<file path="config.mk">
export PLATFORM = sky130hd
export DESIGN_NAME = line_beat_sequencer
export DESIGN_NICKNAME = d
export VERILOG_FILES = /design/src/rtl/line_beat_sequencer.sv
export SDC_FILE = /design/constraint.sdc
export NUM_CORES = 1
export LEC_CHECK = 0
export ABC_AREA = 1
export CAP_MARGIN = 10
export CORE_ASPECT_RATIO = 1.25
export CORE_MARGIN = 8
export CORE_UTILIZATION = 52
export CTS_BUF_LIST = sky130_fd_sc_hd__clkbuf_8
export CTS_CLUSTER_SIZE = 14
export DETAILED_ROUTE_END_ITERATION = 12
export GPL_ROUTABILITY_DRIVEN = 1
export GPL_TIMING_DRIVEN = 0
export HOLD_SLACK_MARGIN = 0.08
export PLACE_DENSITY = 0.95
export SYNTH_ARGS = -nofsm -noshare
export SYNTH_HDL_FRONTEND = slang
export SYNTH_SLANG_ARGS = --single-unit
</file>
<file path="constraint.sdc">
create_clock -name clk -period 2.9 [get_ports clk]
set_clock_uncertainty 0.2 [all_clocks]
set_input_delay 0.58 -clock clk [delete_from_list [all_inputs] [get_ports clk]]
set_output_delay 0.58 -clock clk [all_outputs]
set_load 0.01 [all_outputs]
</file>
<file path="src/rtl/line_beat_sequencer.sv">
// line_beat_sequencer: moves one 128-bit L1 line to or from external memory as
// BEATS bus beats, using a valid/ready request channel and an rvalid return channel.
module line_beat_sequencer #(
    parameter  int BUS_WIDTH  = 32,
    parameter  int DATA_WIDTH = 8,
    localparam int BEATS      = 128 / BUS_WIDTH
) (
    input  logic                 clk,
    input  logic                 reset,
    input  logic                 line_ren,
    input  logic                 line_wen,
    input  logic [31:0]          line_addr,
    input  logic [127:0]         line_wdata,
    output logic [127:0]         line_rdata,
    output logic                 busy,
    output logic                 done,
    output logic                 bus_valid,
    input  logic                 bus_ready,
    output logic                 bus_we,
    output logic [31:0]          bus_addr,
    output logic [BUS_WIDTH-1:0] bus_wdata,
    input  logic                 bus_rvalid,
    input  logic [BUS_WIDTH-1:0] bus_rdata
);

    // state  | meaning
    // IDLE   | waiting for line_wen / line_ren
    // REQ    | beat k offered on the bus, waiting for bus_ready
    // WAIT_R | read beat k accepted, waiting for bus_rvalid
    // DONE   | one-cycle completion pulse, back to IDLE

    localparam int              K_W        = (BEATS > 1) ? $clog2(BEATS) : 1;
    localparam logic [31:0]     LINE_UNITS = 32'(128 / DATA_WIDTH);
    localparam logic [31:0]     BEAT_UNITS = 32'(BUS_WIDTH / DATA_WIDTH);
    localparam logic [K_W-1:0]  LAST_K     = K_W'(BEATS - 1);

    typedef enum logic [1:0] {
        IDLE   = 2'd0,
        REQ    = 2'd1,
        WAIT_R = 2'd2,
        DONE   = 2'd3
    } state_t;

    state_t         state_q, state_d;
    logic [K_W-1:0] k_q, k_d;
    logic           we_q, we_d;
    logic [27:0]    line_q, line_d;
    logic [127:0]   wdata_q, wdata_d;
    logic [127:0]   rdata_q, rdata_d;

    // Byte offset inside the line does not affect beat addressing.
    logic unused_addr_lsbs;
    assign unused_addr_lsbs = ^line_addr[3:0];

    always_ff @(posedge clk or negedge reset) begin
        if (!reset) begin
            state_q <= IDLE;
            k_q     <= '0;
            we_q    <= 1'b0;
            line_q  <= '0;
            wdata_q <= '0;
            rdata_q <= '0;
        end else begin
            state_q <= state_d;
            k_q     <= k_d;
            we_q    <= we_d;
            line_q  <= line_d;
            wdata_q <= wdata_d;
            rdata_q <= rdata_d;
        end
    end

    always_comb begin
        state_d = state_q;
        k_d     = k_q;
        we_d    = we_q;
        line_d  = line_q;
        wdata_d = wdata_q;
        rdata_d = rdata_q;
        case (state_q)
            IDLE: begin
                if (line_wen || line_ren) begin
                    // A simultaneous read and write request resolves to the write.
                    we_d    = line_wen;
                    line_d  = line_addr[31:4];
                    wdata_d = line_wdata;
                    k_d     = '0;
                    state_d = REQ;
                end
            end
            REQ: begin
                if (bus_ready) begin
                    if (!we_q) begin
                        state_d = WAIT_R;
                    end else if (k_q == LAST_K) begin
                        state_d = DONE;
                    end else begin
                        k_d = k_q + K_W'(1);
                    end
                end
            end
            WAIT_R: begin
                if (bus_rvalid) begin
                    for (int i = 0; i < BEATS; i++) begin
                        if (k_q == K_W'(i)) begin
                            rdata_d[127 - i*BUS_WIDTH -: BUS_WIDTH] = bus_rdata;
                        end
                    end
                    if (k_q == LAST_K) begin
                        state_d = DONE;
                    end else begin
                        k_d     = k_q + K_W'(1);
                        state_d = REQ;
                    end
                end
            end
            DONE: begin
                state_d = IDLE;
            end
            default: begin
                state_d = IDLE;
            end
        endcase
    end

    logic [31:0] line_base;
    logic [31:0] beat_off;

    always_comb begin
        bus_valid  = (state_q == REQ);
        bus_we     = (state_q == REQ) && we_q;
        busy       = (state_q == REQ) || (state_q == WAIT_R);
        done       = (state_q == DONE);
        line_rdata = rdata_q;
        line_base  = {4'b0000, line_q} * LINE_UNITS;
        beat_off   = {{(32-K_W){1'b0}}, k_q} * BEAT_UNITS;
        bus_addr   = line_base + beat_off;
        bus_wdata  = '0;
        for (int i = 0; i < BEATS; i++) begin
            if (k_q == K_W'(i)) begin
                bus_wdata = wdata_q[127 - i*BUS_WIDTH -: BUS_WIDTH];
            end
        end
    end

endmodule

</file>
== Yosys cells after proc, flatten, opt, wreduce, memory -nomap -nowiden ==
Cells that the tools add are included.
Widths: inputs -> output; s select.

* Register bits: 289
* Bits of input ports: 198
* Output and inout port bits: 196
* Logic and storage cells: 52

* $add $sub $neg: 2
* Equality and inequality tests: 11
* Mux-type cells: 17
* Reduce and logical (&&, ||, !) cells: 13

{| class="wikitable"
|+ Operators by type and width
! cell !! count
|-
| $mux 32 || 4
|-
| $add 32x4->32 || 1
|-
| $mux 2 || 11
|-
| $reduce_and 3->1 || 4
|-
| $eq 2x2->1 const B || 4
|-
| $pmux 2 s4 || 1
|-
| $pmux 2 s3 || 1
|-
| $reduce_and 5->1 || 1
|-
| $eq 2x1->1 const B || 2
|-
| $logic_not 2->1 || 2
|-
| $ne 2x1->1 const B || 2
|-
| $ne 2x2->1 const B || 2
|-
| $reduce_and 4->1 || 1
|-
| $ne 3x2->1 const B || 1
|-
| $reduce_bool 3->1 || 1
|-
| $add 2x1->2 const B || 1
|-
| $logic_or 1x1->1 || 2
|-
| $reduce_and 2->1 || 1
|-
| $logic_and 1x1->1 || 1
|}

== Logic depth before layout (Yosys ltp) ==
Gate-level depths: netlist (run 1).

* Depth after elaboration: 5
* Gate-level depth with buffers: 9
* Gate-level depth less buffers: 8

== Worst setup path after synthesis (run 1) ==
OpenSTA, ideal clock, no wires.

* Path type: register to output
* From: register k_q[1]
* To: output port bus_wdata[10]
* Arrival time: 1.402 ns
* Required time: 2.120 ns
* Setup slack: 0.718 ns
* Stages on the path, launching flop included: 10
* Path buffers: 2
* Cell sequence: dfrtp_1 inv_1 ha_1 buf_4 inv_1 buf_2 nand3_1 nand2_1 nand3_1 nand2_1

* Cells in the longest elaborated chain, start to end: 5
* Elaborated cells between the ends (all ways): 8
* Those cells by class: 3 x eq/ne; 4 x mux; 1 x reduce/logical

{| class="wikitable"
|+ Ends and longest elaborated chain
! element !! RTL line !! RTL
|-
| start: declaration || 45 || <nowiki>logic [K_W-1:0] k_q, k_d;</nowiki>
|-
| start signal: assignment || 65 || <nowiki>k_q <= k_d;</nowiki>
|-
| $logic_not 2->1 || 140 || <nowiki>if (k_q == K_W'(i)) begin</nowiki>
|-
| $mux 32 (3 in series) || 140 ||
|-
| $mux 32 (*) || 140 ||
|-
| end: declaration || 21 || <nowiki>output logic [BUS_WIDTH-1:0] bus_wdata,</nowiki>
|}

Mark *: on every way between the ends. The rest lies on a longest branch, timed or not.

== Final worst setup path (run 1) ==
* From: register k_q[1]
* To: output port bus_wdata[31]

The elaborated chain is that of the path after synthesis.

==> Flow_metrics.wiki, run 1 <==
{| class="wikitable"
! Metric !! Value
|-
| Data required time at the worst endpoint || 2.12 ns
|-
| Peak supply drop || approximately 820 uV
|-
| Post-synthesis sequential element count || between 200 and 300
|-
| Leading cell type by number of instances after synthesis || sky130_fd_sc_hd__nand2_1
|-
| Critical-path top delay cell || sky130_fd_sc_hd__dfrtp_2
|-
| Share of async-settable or async-resettable flops after synthesis || 100%
|-
| Sink count of the clock tree || between 200 and 300
|-
| Number of cells on the worst hold path || 2
|-
| Class of the most critical setup path || flip-flop to output port
|-
| Achievable Freq || 0.341 GHz
|-
| Crit path DAT || approximately 2.2 ns
|-
| Critical path capture point type || output port
|-
| Main flop type after synthesis || sky130_fd_sc_hd__dfrtp_1
|-
| Crit path setup slack, layout || -0.0340 ns
|-
| GRT Util Overall || about a third
|-
| Die width || 154 microns
|-
| Fraction of layout instances using a drive strength above 1 || between 10% and 20%
|-
| Sort of element at the start of the critical path || flip-flop
|-
| Detailed-route vias per instance || between 5 and 6
|-
| Depth of the most critical reg-to-reg path || 8
|-
| Detail-routed net length per standard cell || 22.9 microns
|-
| Crit path buf inv count || 3
|-
| Setup_tns || -0.0981 ns
|-
| TritonRoute pass-1 iters || 6
|-
| Worst reg2reg path endpoint || wdata_q[42]
|-
| Count of final setup violators || 4
|-
| Initial detailed-routing violation count || 1212
|-
| Total Wirelength || 51200 microns
|-
| Max-slew violations || 0
|-
| Xor/xnor share of the synthesized area || 0%
|-
| Fillers || ~1400
|-
| Power per Cell Area || between 1000 and 1500 mW/mm^2
|-
| Number of nets still failing antenna checks after routing || 0
|-
| Number of port buffers || 386
|-
| CP delay by family, top || buffers and inverters
|-
| Via count of the first global-routing pass || roughly 14000
|-
| Minimum period implied by the final worst setup slack || roughly 2.9 ns
|-
| RSZ-0062 raised after global routing || yes
|-
| Row Count || 63
|-
| Post-synthesis sequential area ratio || 58.8%
|-
| Setup Slack @ Placement || -0.177 ns
|-
| End point of the most critical hold path || line_q[13]
|-
| Core Region || around 0.023 sq mm
|-
| Simple logic cell fraction of the synthesized area || 25.5%
|-
| Instance count of the mapped netlist || 1439
|-
| Mean area per synthesized cell || 8.55 sq um
|-
| Number of top-level design ports || approximately 400
|-
| Antenna violations before repair || 3
|-
| Normalized max-slew margin || 52.8%
|-
| Area share of the leading cell type in the synthesized netlist || 58.8%
|-
| Post-Synth Adder-Cell Area || under 10%
|-
| Minimum hold slack || approximately 0.27 ns
|-
| Maximum fanout count along the critical path || 5
|-
| Mux contribution to synthesized area || 0%
|-
| Number of design rule violations left after detail routing || 0
|-
| Yosys warnings || 0
|-
| Classification of the worst-slack hold path || flip-flop to flip-flop
|-
| Max Cap Violations || 0
|-
| Total gr overflow || 0
|-
| Signed area change from the synthesized netlist to the final layout || 50.1%
|-
| Share of the cycle needed by the critical path after routing || 101%
|-
| HPWL after detailed placement || about 34000 microns
|-
| Worst-skew pair later-pin latency || about 0.55 ns
|-
| Main combinational cell family by area after synthesis || simple AND/OR/NAND/NOR gates
|-
| Library cells used by synthesis || 20
|-
| Starting density of the core || between 50 and 60%
|-
| EDFF count, synth || 0
|-
| Crit Reg-Reg Startpoint || state_q[1]
|-
| Total Nets Final || 2116
|-
| Synth top area cells || sky130_fd_sc_hd__dfrtp_1, sky130_fd_sc_hd__nand2_1, sky130_fd_sc_hd__nand3_1, sky130_fd_sc_hd__o21ai_0, sky130_fd_sc_hd__a21oi_1
|-
| Final GP Congestion || between 0.9 and 1
|-
| Total clock buffers created by CTS || 45
|-
| Final hold violation count || 0
|-
| Wire length of the first global-routing pass || 75700 microns
|-
| Fraction of the core area covered by cells at the end of the flow || 78.6%
|-
| Cell leakage power || around 0.009 uW
|-
| Mapped cell area || 0.0123 sq mm
|-
| Count of vias placed by the detailed router || ~13000
|-
| DIE AREA || 0.0289 sq mm
|-
| Clock-pin slew on the worst setup and hold paths || around 0.070 ns
|-
| Die Ht || around 190 microns
|-
| Pin slew with the least headroom to its limit || ~0.71 ns
|-
| Status || finished, violations left
|-
| Violated checks || setup timing
|-
| Area fraction in compound gates after synthesis || 7.96%
|-
| CTS tree || yes
|-
| Critical path, cell by cell || inv_4 > ha_4 > bufbuf_16 > nand3_1 > nand2_1 > nand3_1 > nand2_1 > buf_4
|-
| Max Buffers Root-to-Sink || 3
|-
| Biggest cell delay along the critical path || roughly 0.45 ns
|-
| H-Tree Level Count || 2
|-
| Min-delay src || line_q[13]
|-
| Leading cell types by count after synthesis || sky130_fd_sc_hd__nand2_1, sky130_fd_sc_hd__dfrtp_1, sky130_fd_sc_hd__nand3_1, sky130_fd_sc_hd__o21ai_0, sky130_fd_sc_hd__inv_1
|-
| Maximum number of pins on one net before global-route repair || between 100 and 150
|-
| CTS root buffer || sky130_fd_sc_hd__clkbuf_8
|-
| Largest area contributor in the netlist || sky130_fd_sc_hd__dfrtp_1
|-
| Reg2reg setup slack || 0.55 ns
|}
-- worst reg2reg max path, stage by stage, from the launching register on --
cell and delay [ns]:
sky130_fd_sc_hd__dfrtp_1 0.45, sky130_fd_sc_hd__inv_1 0.17, sky130_fd_sc_hd__ha_1 0.17, sky130_fd_sc_hd__buf_2 0.32, sky130_fd_sc_hd__nand2_1 0.18, sky130_fd_sc_hd__buf_6 0.19, sky130_fd_sc_hd__buf_4 0.17, sky130_fd_sc_hd__nor2_1 0.31
sky130_fd_sc_hd__a21oi_1 0.08
-- layout by cell type, fill, tap and decap left out, types with 30 or more instances in the layout --
cell | netlist | layout
sky130_fd_sc_hd__nand3_1 | 196 | 169
sky130_fd_sc_hd__buf_2 | 60 | 58
sky130_fd_sc_hd__nor2_1 | 36 | 36
sky130_fd_sc_hd__buf_4 | 8 | 30
sky130_fd_sc_hd__clkbuf_8 | 0 | 65
sky130_fd_sc_hd__nand2_1 | 526 | 512
sky130_fd_sc_hd__inv_1 | 79 | 82
sky130_fd_sc_hd__buf_6 | 1 | 31
sky130_fd_sc_hd__o21ai_0 | 129 | 129
sky130_fd_sc_hd__a21oi_1 | 64 | 53
sky130_fd_sc_hd__clkdlybuf4s50_1 | 0 | 350
sky130_fd_sc_hd__dfrtp_1 | 289 | 287
sky130_fd_sc_hd__nand3_2 | 4 | 30
-- cell families after synthesis --
kind of cell / Yosys count
DFF: 289
AOI/OAI and AO/OA: 195
and+or+nand+nor: 763
other: 1
adders and majority gates: 11
buffers and inverters: 180
-- sequential cells by signal, summed over array words and instances, names as in the netlist --
register	cells
line_rdata	128
k_q	2
state_q	2
wdata_q	128
line_q	28
we_q	1
-- worst max path at each step --
stage	from	to	slack (ns)	depth (start not counted)
6_report	k_q[1]	bus_wdata[31]	-0.03	8
5_1_grt	k_q[1]	bus_wdata[31]	-0.15	8
4_1_cts	k_q[0]	bus_wdata[4]	-0.08	10
3_5_place_dp	k_q[1]	bus_wdata[29]	-0.18	9
3_3_place_gp	reset	line_q[12]	-10.71	1
2_1_floorplan	k_q[1]	bus_wdata[10]	0.72	9
-- report_power, final --
part	internal, uW	switching (uW)	leakage [uW]
Combinational	4480	5520	0.00499
Sequential	5870	1200	0.00362
Clock	2250	1660	0.000567
Total	12600	8390	0.00917
-- metal layers --
metal / GRT usage [%] / share of wire, % / up-vias
met1: 33.6 / 32 / 6218
met4: 20.4 / 7.1 / 2
met3: 10.4 / 11 / 296
met2: 59.5 / 50 / 987
met5: 0 / 0.025 / -
li1: - / - / 5540
-- layout make-up --
type	count	area (sq um)	area share, %
Clock buffer	65	895	4.85
Antenna cell	1	2.50	0.0136
Timing Repair Buffer	424	4250	23.0
Clock inverter	16	149	0.807
Inverter	80	322	1.74
Sequential cell	289	7230	39.2
Buffer	96	664	3.60
Multi-Input combinational cell	971	4580	24.8
Tap cell	292	365	1.98
-- timing repair --
action | 4_1_cts | 5_1_grt
pin swaps | 1 | 19
cloned | 7 | 1
buffers inserted | 21 | 6
resized for setup | 224 | 84
hold buffers | 1 | 0
endpoints found under the setup margin | 34 | 33
endpoints found under the hold margin | 74 | 0
-- stage by stage --
step	area (sq um)	total power (uW)	instances
2_1_floorplan	12300	11000	1440
6_report	18500	21000	2234
5_1_grt	18500	22100	2234
3_3_place_gp	16500	15300	2118
4_1_cts	18100	20000	2230
3_5_place_dp	16600	15800	2120
No activity file was read; power rests on OpenSTA's default activity.
==> run 2, diff against run 1 <==
==> constraint.sdc (replaced) <==
create_clock -name clk -period 2.9 [get_ports clk]
set_clock_uncertainty 0.2 [all_clocks]
set_input_delay 0.29 -clock clk [delete_from_list [all_inputs] [get_ports clk]]
set_output_delay 0.29 -clock clk [all_outputs]
set_load 0.01 [all_outputs]
==> Flow_metrics.wiki, run 2 (synthesized netlist as in run 1, its figures left out) <==
{| class="wikitable"
! Metric !! Value
|-
| Sort of element at the start of the critical path || flip-flop
|-
| Most common library cell in the layout ignoring fill and taps || sky130_fd_sc_hd__nand2_1
|-
| Non-Filler Instances || 2214 (-0.90%)
|-
| Peak supply drop || 790 uV (-3.7%)
|-
| Detailed-route vias per instance || 5.67 (-2.9%)
|-
| Achievable Freq || 0.359 GHz (+5.5%)
|-
| Count of vias placed by the detailed router || 12600 (-3.8%)
|-
| Status || finished, final reports clean
|-
| Minimum hold slack || 0.0988 ns (-0.176 ns)
|-
| Clock-pin slew on the worst setup and hold paths || 0.07 ns (about the same)
|-
| Cell leakage power || 0.00898 uW (-2.1%)
|-
| Die Ht || 188 microns (unchanged)
|-
| Count of final setup violators || 0 (-4)
|-
| Power Total || 19800 uW (-5.6%)
|-
| Max Cap Violations || 0 (unchanged)
|-
| Share of the cycle needed by the critical path after routing || 95.9% (-5.2 points)
|-
| Net switching power || 7760 uW (-7.6%)
|-
| Number of cells on the worst hold path || 3 (+1)
|-
| Most used cells in the layout excluding fill and tap cells || sky130_fd_sc_hd__nand2_1, sky130_fd_sc_hd__clkdlybuf4s50_1, sky130_fd_sc_hd__dfrtp_1, sky130_fd_sc_hd__nand3_1, sky130_fd_sc_hd__o21ai_0
|-
| Number of port buffers || 386 (unchanged)
|-
| Die width || 154 microns (unchanged)
|-
| Crit path DAT || 2.29 ns (+0.14 ns)
|-
| RSZ-0062 raised after global routing || no
|-
| Fraction of the core area covered by cells at the end of the flow || 75.9% (-2.7 points)
|-
| Starting density of the core || 52.3% (unchanged)
|-
| Total clock buffers created by CTS || 45 (unchanged)
|-
| Signed area change from the synthesized netlist to the final layout || 45.0%
|-
| Part of the total power dissipated in the clock network || 19.7% (+1.1 points)
|-
| Fraction of power consumed by combinational cells || 45.0% (-2.7 points)
|-
| Power per Cell Area || 1110 mW/mm^2 (-2.2%)
|-
| Sink count of the clock tree || 289 (unchanged)
|-
| Class of the most critical setup path || flip-flop to output port
|-
| Number of placed instances with taps included || 2120 (unchanged)
|-
| Final std cell area, no fill || 0.0178 sq mm (-3.4%)
|-
| Worst-skew pair later-pin latency || 0.54 ns (about the same)
|-
| Via count of the first global-routing pass || 13700 (-0.38%)
|-
| CTS root buffer || sky130_fd_sc_hd__clkbuf_8
|-
| Data required time at the worst endpoint || 2.41 ns (+0.29 ns)
|-
| CTS tree || yes
|-
| Final GP Congestion || 0.958 (unchanged)
|-
| Total Nets Final || 2096 (-0.95%)
|-
| Pin slew with the least headroom to its limit || 0.716 ns (+0.00897 ns)
|-
| Proportion of total power due to net switching || 39.1% (-0.83 points)
|-
| Normalized max-slew margin || 52.3% (-0.60 points)
|-
| Number of design rule violations left after detail routing || 0 (unchanged)
|-
| Max Buffers Root-to-Sink || 3 (unchanged)
|-
| Classification of the worst-slack hold path || input port to flip-flop
|-
| Int Pwr || 12100 uW (-4.3%)
|-
| Number of top-level design ports || 394 (unchanged)
|-
| DIE AREA || 0.0289 sq mm (unchanged)
|-
| HPWL after detailed placement || 34400 microns (unchanged)
|-
| GRT Util Overall || 32.5% (-0.95 points)
|-
| Total Wirelength || 47600 microns (-7.1%)
|-
| Area post-placement || 0.0166 sq mm (unchanged)
|-
| Core Region || 0.0235 sq mm (unchanged)
|-
| Row Count || 63 (unchanged)
|-
| Maximum fanout count along the critical path || 10 (+5)
|-
| Final hold violation count || 0 (unchanged)
|-
| Wire length of the first global-routing pass || 73800 microns (-2.5%)
|-
| Initial detailed-routing violation count || 828 (-32%)
|-
| Critical path capture point type || output port
|-
| Fraction of layout instances using a drive strength above 1 || 9.32% (-5.8 points)
|-
| Detail-routed net length per standard cell || 21.5 microns (-6.2%)
|-
| Depth of the most critical reg-to-reg path || 8 (unchanged)
|-
| Total gr overflow || 0 (unchanged)
|-
| Max-slew violations || 0 (unchanged)
|-
| Sequential share of power || 35.3% (+1.6 points)
|-
| Minimum period implied by the final worst setup slack || 2.78 ns (-0.152 ns)
|-
| Maximum number of pins on one net before global-route repair || 134 (unchanged)
|-
| Antenna violations before repair || 2 (-1)
|-
| H-Tree Level Count || 2 (unchanged)
|-
| TritonRoute pass-1 iters || 6 (unchanged)
|-
| Number of nets still failing antenna checks after routing || 0 (unchanged)
|}
==> run 2: worst max-delay path, stage by stage, from the launching register on <==
cell,delay (ns)
sky130_fd_sc_hd__dfrtp_2,0.45
sky130_fd_sc_hd__inv_1,0.12
sky130_fd_sc_hd__ha_2,0.21
sky130_fd_sc_hd__buf_6,0.17
sky130_fd_sc_hd__buf_2,0.25
sky130_fd_sc_hd__nand2_1,0.11
sky130_fd_sc_hd__nand3_1,0.10
sky130_fd_sc_hd__nand2_1,0.06
sky130_fd_sc_hd__dlygate4sd2_1,0.28
==> run 2: per-layer routing <==
layer,part of all wire (%),vias to the layer above,track usage (%)
met4,6.2,2,20.7
met2,51,843,57.8
met5,0.027,-,0
li1,-,5501,-
met1,32,5991,31.9
met3,11,216,10.7
==> run 2: through the flow <==
stage	TNS (ns)	setup slack [ns]
floorplan	0	1.01
global placement	-3001.62	-10.42
detailed placement	0	0.113
CTS	-0.695	-0.132
global route	0	0.00126
finish	0	0.118
==> run 2: area by class of cell <==
| class | count | area [sq um] |
|---|---|---|
| well taps | 292 | 365 |
| inverters | 80 | 307 |
| clock inverters | 16 | 149 |
| multi-input cells | 971 | 4270 |
| fillers | 1534 | 5660 |
| flip-flops and latches | 289 | 7230 |
| plain buffers | 100 | 583 |
| clock buffers | 65 | 895 |
| repair buffers | 400 | 4020 |
| diodes | 1 | 2.50 |
==> run 2: repair_timing <==
item                                    in CTS  in global routing
hold endpoints to repair                   170                  0
pin swaps                                    0                  0
setup buffers                                4                  0
resized for setup                           60                 16
hold buffers                                 8                  0
endpoints found under the setup margin      32                 14
==> run 2: final timing paths <==
kind / from / endpoint / slack [ns]
min: line_addr[5] / line_q[1] / 0.1
min in group asynchronous: reset / line_rdata[3] / 0.12
max in group asynchronous: reset / wdata_q[35] / 1.30
max: k_q[0] / bus_wdata[17] / 0.12
min reg2reg: wdata_q[93] / wdata_q[93] / 0.28
max reg2reg: state_q[1] / wdata_q[42] / 0.62
==> run 2: power by group through the flow <==
| stage | Clock [uW] | Sequential (uW) | Combinational [uW] |
|---|---|---|---|
| after floorplan | 0 | 7150 | 3850 |
| after global placement | 0 | 6860 | 8470 |
| after detailed placement | 0 | 6950 | 8810 |
| after CTS | 3900 | 6930 | 8850 |
| after global routing | 4090 | 7130 | 9710 |
| final | 3900 | 7000 | 8920 |
